[src/rtl/muldiv_if.sv]
// Request/response bundle between pipeline control and the muldiv_unit.
// is_word exists only when MULDIV_WORD_EN is defined.
interface muldiv_if #(parameter int XLEN = 64);
  logic            start;
  logic [2:0]      funct3;
  logic [XLEN-1:0] op_a;
  logic [XLEN-1:0] op_b;
  logic [4:0]      rd_in;
`ifdef MULDIV_WORD_EN
  logic            is_word;
`endif
  logic            busy;
  logic            done;
  logic [XLEN-1:0] result;
  logic [4:0]      rd_out;
  logic            reg_write;

`ifdef MULDIV_WORD_EN
  modport master (output start, funct3, op_a, op_b, rd_in, is_word,
                  input  busy, done, result, rd_out, reg_write);
  modport slave  (input  start, funct3, op_a, op_b, rd_in, is_word,
                  output busy, done, result, rd_out, reg_write);
`else
  modport master (output start, funct3, op_a, op_b, rd_in,
                  input  busy, done, result, rd_out, reg_write);
  modport slave  (input  start, funct3, op_a, op_b, rd_in,
                  output busy, done, result, rd_out, reg_write);
`endif
endinterface

[src/rtl/muldiv_unit.sv]
// Iterative RV64M multiply/divide unit: shift-add multiply, restoring divide, one op in flight.
// Optional MULDIV_WORD_EN adds the is_word input for the RV64 *W operations.
module muldiv_unit #(
  parameter int XLEN = 64
) (
  input  logic    clk,
  input  logic    reset,
  muldiv_if.slave bus
);
  localparam int            CW         = $clog2(XLEN) + 1;
  localparam logic [CW-1:0] FULL_ITERS = CW'(XLEN);
  localparam logic [CW-1:0] WORD_ITERS = CW'(32);

  typedef enum logic [1:0] {IDLE, CALC, DONE} state_t;

  state_t          state;
  logic [CW-1:0]   count;
  logic            busy_r, done_r, reg_write_r;
  logic [XLEN-1:0] result_r;
  logic [4:0]      rd_r;

  logic [XLEN-1:0] acc, lo, opnd, fast_res;
  logic [2:0]      op;
  logic            word_op, fast, neg_ab, neg_rem;

  function automatic logic [XLEN-1:0] sext32(input logic [31:0] v);
    return {{(XLEN-32){v[31]}}, v};
  endfunction

  function automatic logic [XLEN-1:0] cneg(input logic [XLEN-1:0] v, input logic n);
    return n ? (~v + XLEN'(1)) : v;
  endfunction

  logic            word_sel, accept, is_div, a_signed, b_signed, sgn_a, sgn_b;
  logic            div_zero, div_ovf;
  logic [XLEN-1:0] a_ext, b_ext, mag_a, mag_b, fast_raw, fast_val;

`ifdef MULDIV_WORD_EN
  assign word_sel = bus.is_word;
`else
  assign word_sel = 1'b0;
`endif
  assign accept = (state == IDLE) && bus.start;

  // Operand conditioning at acceptance: extension, signs, magnitudes, fast-path result.
  always_comb begin
    is_div   = bus.funct3[2];
    a_signed = (bus.funct3 == 3'b100) || (bus.funct3 == 3'b110) ||
               (!word_sel && ((bus.funct3 == 3'b001) || (bus.funct3 == 3'b010)));
    b_signed = (bus.funct3 == 3'b100) || (bus.funct3 == 3'b110) ||
               (!word_sel && (bus.funct3 == 3'b001));
    if (word_sel) begin
      a_ext = a_signed ? sext32(bus.op_a[31:0]) : {{(XLEN-32){1'b0}}, bus.op_a[31:0]};
      b_ext = b_signed ? sext32(bus.op_b[31:0]) : {{(XLEN-32){1'b0}}, bus.op_b[31:0]};
    end else begin
      a_ext = bus.op_a;
      b_ext = bus.op_b;
    end
    sgn_a    = a_signed && a_ext[XLEN-1];
    sgn_b    = b_signed && b_ext[XLEN-1];
    mag_a    = cneg(a_ext, sgn_a);
    mag_b    = cneg(b_ext, sgn_b);
    div_zero = is_div && (b_ext == '0);
    div_ovf  = is_div && !bus.funct3[0] && (b_ext == '1) &&
               (a_ext == (word_sel ? sext32(32'h8000_0000) : {1'b1, {(XLEN-1){1'b0}}}));
    if (div_zero) fast_raw = bus.funct3[1] ? a_ext : '1;
    else          fast_raw = bus.funct3[1] ? '0 : a_ext;
    fast_val = word_sel ? sext32(fast_raw[31:0]) : fast_raw;
  end

  logic [XLEN:0]   sum, trial, diff;
  logic [XLEN-1:0] addend, step_acc, step_lo;

  // One iteration: {acc,lo} is the product/multiplier pair or the remainder/quotient pair.
  always_comb begin
    addend   = lo[0] ? opnd : '0;
    sum      = {1'b0, acc} + {1'b0, addend};
    trial    = {acc, lo[XLEN-1]};
    diff     = trial - {1'b0, opnd};
    step_acc = acc;
    step_lo  = lo;
    if (op[2]) begin
      if (!diff[XLEN]) begin
        step_acc = diff[XLEN-1:0];
        step_lo  = {lo[XLEN-2:0], 1'b1};
      end else begin
        step_acc = trial[XLEN-1:0];
        step_lo  = {lo[XLEN-2:0], 1'b0};
      end
    end else begin
      step_acc = sum[XLEN:1];
      step_lo  = {sum[0], lo[XLEN-1:1]};
    end
  end

  always_ff @(posedge clk) begin
    if (accept) begin
      op       <= bus.funct3;
      word_op  <= word_sel;
      fast     <= div_zero || div_ovf;
      fast_res <= fast_val;
      neg_ab   <= sgn_a ^ sgn_b;
      neg_rem  <= sgn_a;
      acc      <= '0;
      opnd     <= is_div ? mag_b : mag_a;
      // Word divides pre-shift the dividend so only its 32 live bits are iterated.
      if (is_div) lo <= word_sel ? {mag_a[XLEN-33:0], 32'b0} : mag_a;
      else        lo <= mag_b;
    end else if ((state == CALC) && (count != '0)) begin
      acc <= step_acc;
      lo  <= step_lo;
    end
  end

  logic [2*XLEN-1:0] prod, prod_s;
  logic [XLEN-1:0]   quo, div_res, final_res;

  always_comb begin
    prod    = {acc, lo};
    prod_s  = neg_ab ? (~prod + (2*XLEN)'(1)) : prod;
    quo     = word_op ? {{(XLEN-32){1'b0}}, lo[31:0]} : lo;
    div_res = op[1] ? cneg(acc, neg_rem) : cneg(quo, neg_ab);
    if (fast)                final_res = fast_res;
    else if (op[2])          final_res = word_op ? sext32(div_res[31:0]) : div_res;
    else if (word_op)        final_res = sext32(lo[XLEN-1:XLEN-32]);
    else if (op[1:0] == 2'b00) final_res = prod_s[XLEN-1:0];
    else                     final_res = prod_s[2*XLEN-1:XLEN];
  end

  // Control FSM; a zero count in CALC is the finalisation edge that registers the result.
  always_ff @(posedge clk or negedge reset) begin
    if (!reset) begin
      state       <= IDLE;
      count       <= '0;
      busy_r      <= 1'b0;
      done_r      <= 1'b0;
      reg_write_r <= 1'b0;
      result_r    <= '0;
      rd_r        <= '0;
    end else begin
      case (state)
        IDLE: begin
          if (bus.start) begin
            state  <= CALC;
            busy_r <= 1'b1;
            rd_r   <= bus.rd_in;
            if (div_zero || div_ovf) count <= '0;
            else                     count <= word_sel ? WORD_ITERS : FULL_ITERS;
          end
        end
        CALC: begin
          if (count != '0) begin
            count <= count - CW'(1);
          end else begin
            state       <= DONE;
            done_r      <= 1'b1;
            reg_write_r <= 1'b1;
            result_r    <= final_res;
          end
        end
        DONE: begin
          state       <= IDLE;
          busy_r      <= 1'b0;
          done_r      <= 1'b0;
          reg_write_r <= 1'b0;
        end
        default: state <= IDLE;
      endcase
    end
  end

  assign bus.busy      = busy_r;
  assign bus.done      = done_r;
  assign bus.reg_write = reg_write_r;
  assign bus.result    = result_r;
  assign bus.rd_out    = rd_r;
endmodule

[src/flat_wrapper.sv]
// flat-port wrapper written by rule: the top's interface ports become plain ports
module muldiv_unit_flat 
#(
  parameter int XLEN = 64
)
  (clk, reset, bus_start, bus_funct3, bus_op_a, bus_op_b, bus_rd_in, bus_busy, bus_done, bus_result, bus_rd_out, bus_reg_write);
  muldiv_if #(.XLEN(XLEN)) bus_i ();
  input  logic clk;
  input  logic reset;
  input wire logic [$bits(bus_i.start)-1:0] bus_start;
  input wire logic [$bits(bus_i.funct3)-1:0] bus_funct3;
  input wire logic [$bits(bus_i.op_a)-1:0] bus_op_a;
  input wire logic [$bits(bus_i.op_b)-1:0] bus_op_b;
  input wire logic [$bits(bus_i.rd_in)-1:0] bus_rd_in;
  output wire logic [$bits(bus_i.busy)-1:0] bus_busy;
  output wire logic [$bits(bus_i.done)-1:0] bus_done;
  output wire logic [$bits(bus_i.result)-1:0] bus_result;
  output wire logic [$bits(bus_i.rd_out)-1:0] bus_rd_out;
  output wire logic [$bits(bus_i.reg_write)-1:0] bus_reg_write;
  assign bus_i.start = bus_start;
  assign bus_i.funct3 = bus_funct3;
  assign bus_i.op_a = bus_op_a;
  assign bus_i.op_b = bus_op_b;
  assign bus_i.rd_in = bus_rd_in;
  assign bus_busy = bus_i.busy;
  assign bus_done = bus_i.done;
  assign bus_result = bus_i.result;
  assign bus_rd_out = bus_i.rd_out;
  assign bus_reg_write = bus_i.reg_write;
  muldiv_unit #(.XLEN(XLEN)) u_core (.clk(clk), .reset(reset), .bus(bus_i));
endmodule
[config.mk]
export PLATFORM = sky130hd
export DESIGN_NAME = muldiv_unit_flat
export DESIGN_NICKNAME = d
export VERILOG_FILES = /design/src/rtl/muldiv_if.sv /design/src/rtl/muldiv_unit.sv /design/src/flat_wrapper.sv
export SDC_FILE = /design/constraint.sdc
export NUM_CORES = 2
export LEC_CHECK = 0
export ABC_AREA = 1
export BUFFER_PORTS_ARGS = -buffer_cell sky130_fd_sc_hd__buf_2
export CORE_UTILIZATION = 30
export DETAILED_ROUTE_END_ITERATION = 10
export PLACE_DENSITY = 0.5
export SLEW_MARGIN = 20
export SYNTH_ARGS = -nofsm -noshare
export SYNTH_HDL_FRONTEND = slang
export SYNTH_SLANG_ARGS = --single-unit
[constraint.sdc]
create_clock -name clk -period 17 [get_ports clk]
set_input_delay 1.7 -clock clk [delete_from_list [all_inputs] [get_ports clk]]
set_output_delay 1.7 -clock clk [all_outputs]
set_load 0.01 [all_outputs]
==> impl_metrics.py <==
metrics = {
    "finish": {
        "regArea_um2": 9230,
        "multi_input_area_um2": 28200,
        "finalNonFillerCells": 9823,
        "area_delta_synth_final_pct": 9.69,
        "final_layout_size_suffix_gt1_share_pct": 6.18,
        "nFillCells": 16616,
        "final_nets": 8168,
    },
    "logic_synthesis": {
        "ys_types": 57,
        "netlist_area_um2": 43000,
        "synthTopCellsByArea": "nand2_1 (25%), edfxtp_1 (14%), inv_1 (10%), nand3_1 (8.2%), nor2_1 (8.1%)",
        "ys.flop_type": "edfxtp_1",
        "synth_edf_count": 198,
        "ys_ff_latch": 342,
        "synth_top_area_share_pct": 25.4,
        "yosysSeqAreaShare_pct": 21.4,
        "async_reset_ff_share_pct": 23.4,
        "yosysTopAreaCell": "nand2_1",
        "synthCells": 7839,
        "syn_nets": 8115,
        "syn_avg_cell_area_um2": 5.49,
        "yosys_warnings": 0,
    },
    "power": {
        "ir_drop_mv": 0.101,
        "p_leak_nw": 24.9,
        "power_density_nw_per_um2": 198,
    },
    "critical_path": {
        "start_kind": "flip-flop",
        "setup.worst_path.class": "reg -> reg",
        "slowest_stage": "edfxtp_1",
        "cpMostUsedCell": "nand2_1",
        "path_cells": "inv_1 > ha_1 > nand2_1 > inv_1 > nand3_1 > nor2_1 > nor2_1 > nand2_1 > a21oi_2 > nand3_4 > nand2_8 > nand2_1 > nand3_1 > a21oi_1",
        "worst_path_largest_cell_delay_ps": 790,
        "cp_max_fo": 64,
        "critPathCaptureType": "flip-flop",
        "required_ps": 17550,
        "arrival_ps": 5160,
    },
    "global_routing": {
        "antenna_found_initial": 16,
        "first_global_vias": 49510,
        "gr-total-overflow": 0,
        "grt_start_max_net_pins": 207,
        "grt_pass1_wl_um": 381000,
        "gr-usage-all-layers_pct": 37.1,
    },
    "timing": {
        "fmax_mhz": 217,
        "tightest_slew_ps": 1120,
        "setup-tns-final_ps": 0,
        "grt_setup_unrepaired": "false",
        "maxSlewViolCount": 0,
        "setup_violations": 0,
        "relSlewSlack_pct": 24.4,
        "post-route-min-period_ps": 4620,
        "setup_ws_ps": 12390,
        "hold_violations": 0,
        "fin_worst_skew_ps": 65.0,
        "period_share_pct": 27.1,
    },
    "clocking": {
        "clkTransAtPathRegs_ps": 60,
        "root_buffer": "clkbuf_16",
        "clk_path_buf_depth": 3,
        "clock-sinks": 342,
        "clk_latency_ps": 670,
        "postCtsHoldBufs": 0,
        "cts_tree": "yes",
        "cts.repair.resized": 0,
        "postCtsSetupRepairBufs": 0,
        "cts_buffers": 45,
        "h-tree-depth": 2,
    },
    "place": {
        "io_buffer_count": 210,
        "dp_hpwl_um": 232000,
        "gp_congestion": 1.08,
        "dp_cells": 9735,
        "dp_slack_ps": 12050,
    },
    "detailed_routing": {
        "dr.first_iter.drc_count": 5988,
        "vias": 52816,
        "drt_first_pass_iters": 8,
        "drc": 0,
        "drt-total-wl_um": 278000,
        "ant_nets": 0,
        "wire_per_inst_um": 28.3,
        "detail_route.vias_per_cell": 5.38,
    },
    "floorplanning": {
        "die_w_um": 381,
        "ioPinCount": 211,
        "start_util_pct": 30.3,
        "rows": 138,
        "die_h_um": 381,
        "coreArea_um2": 142000,
        "die_area_um2": 145000,
    },
    "run_status": {
        "outcome": "completed",
    },
    "worst_hold_path": {
        "hp-class": "reg -> reg",
    },
    "job": {
        "cap_violations": 0,
    },
}
## flip-flops by register name, summed over array words and instances (netlist names)
name	cells
u_core.acc	64
u_core.bus.busy	1
u_core.bus.done	1
u_core.bus.rd_out	5
u_core.bus.result	64
u_core.count	7
u_core.fast	1
u_core.fast_res	64
u_core.lo	64
u_core.neg_ab	1
u_core.neg_rem	1
u_core.op	3
u_core.opnd	64
u_core.state	2
## layer usage
| metal | global-route usage [%] | share of wire (%) | vias to the layer above |
|---|---|---|---|
| met5 | 0 | 0.035 | - |
| met4 | 28.6 | 9.2 | 16 |
| met3 | 5.63 | 7.6 | 662 |
| met2 | 59.0 | 44 | 2513 |
| met1 | 45.0 | 39 | 24851 |
| li1 | - | - | 24774 |
## path summary, 6_finish.rpt
| path | slack (ps) | endpoint | depth (start not counted) | start |
|---|---|---|---|---|
| min reg2reg | 470 | u_core.bus.rd_out[2] | 2 | u_core.bus.rd_out[2] |
| max in group asynchronous | 14930 | u_core.bus.result[17] | 2 | reset |
| min | 470 | u_core.bus.rd_out[2] | 2 | u_core.bus.rd_out[2] |
| max | 12390 | u_core.acc[41] | 14 | u_core.opnd[61] |
| max reg2reg | 12390 | u_core.acc[41] | 14 | u_core.opnd[61] |
| min in group asynchronous | 930 | u_core.bus.result[59] | 1 | reset |
## critical path: cells and delay by family (launching register included)
kind	cells	cell delay, ps
flops	1	790
simple gates	9	2140
fa+ha+maj	1	480
buf+inv	2	360
compound gates	2	600
## stage by stage
| step | hold slack (ps) | cell area (µm²) | power [W] | util, % |
|---|---|---|---|---|
| floorplan | 449 | 43000 | 0.00535 | - |
| global placement | 452 | 45800 | 0.00817 | 32.2 |
| detailed placement | 460 | 45800 | 0.00818 | 32.2 |
| CTS | 475 | 47200 | 0.00918 | 33.3 |
| global route | 495 | 47200 | 0.00985 | 33.3 |
| finish | 471 | 47200 | 0.00935 | 33.3 |
## synthesized netlist by cell type (12+ instances only)
cell type,count
o21ai_1,29
nor2_2,20
xnor2_1,21
a21oi_1,264
nor2_1,931
buf_6,16
a31oi_1,30
inv_1,1199
o21bai_1,19
o21ai_2,65
edfxtp_1,198
dfxtp_1,64
clkbuf_1,153
o21ai_0,358
or2_2,12
xor2_1,156
dfrtp_1,80
buf_2,25
nand4_1,103
ha_1,135
nor3_1,72
nor4_1,31
nand2_2,20
nand3_1,707
buf_1,51
o211ai_1,50
nand2_1,2909
inv_2,12
nand3b_1,41
## cells by family (layout without fill, tap and decap cells)
group	count (synthesis)	in the layout	share of synthesized area, %
AND/OR/NAND/NOR	4878	4878	46.7
buffers and inverters	1464	1553	13.2
AO/OA/AOI/OAI	837	837	10.9
flip-flops	342	342	21.4
XOR/XNOR	177	177	3.60
adder cells (fa/ha/maj)	137	137	4.02
multiplexers	4	4	0.0930
other	0	5	0
## layout by cell type, fill, tap and decap left out, types with 4 or more instances in the layout
master     Yosys  layout
nand2_1     2909    2909
inv_1       1199    1193
nor2_1       931     928
nand3_1      707     707
o21ai_0      358     358
a21oi_1      264     264
buf_2         25     208
edfxtp_1     198     198
xor2_1       156     156
ha_1         135     135
nand4_1      103     103
dfrtp_1       80      80
nor3_1        72      72
o21ai_2       65      65
dfxtp_1       64      64
o211ai_1      50      50
buf_4          5      47
clkbuf_16      0      45
nand3b_1      41      41
nor4_1        31      31
a31oi_1       30      30
o21ai_1       29      29
xnor2_1       21      21
nor2_2        20      20
nand2_2       20      20
o21bai_1      19      19
clkinv_2       0      13
clkbuf_1     153      13
or2_2         12      12
inv_2         12      11
a21oi_2        9       9
nor2_4         5       8
and3_1         6       6
diode_2        0       5
clkinv_4       0       5
nor3b_1        4       4
o21a_1         4       4
mux2i_1        4       4
## area by class of cell
class | instances | share of cell area (%)
multi-input combinational | 6033 | 59.6
inverter | 1213 | 9.67
antenna | 5 | 0.0265
clock buffer | 59 | 2.52
timing repair buffer | 257 | 3.04
clock inverter | 24 | 0.562
tap | 1890 | 5.01
sequential | 342 | 19.5
## where the power goes
part / leakage (nW) / switching, W / internal (W)
Clock: 0.707 / 0.000440 / 0.000534
Combinational: 20.7 / 0.00477 / 0.00164
Sequential: 3.46 / 0.000685 / 0.00128
Total: 24.9 / 0.00589 / 0.00345
(Power assumes the default switching activity.)
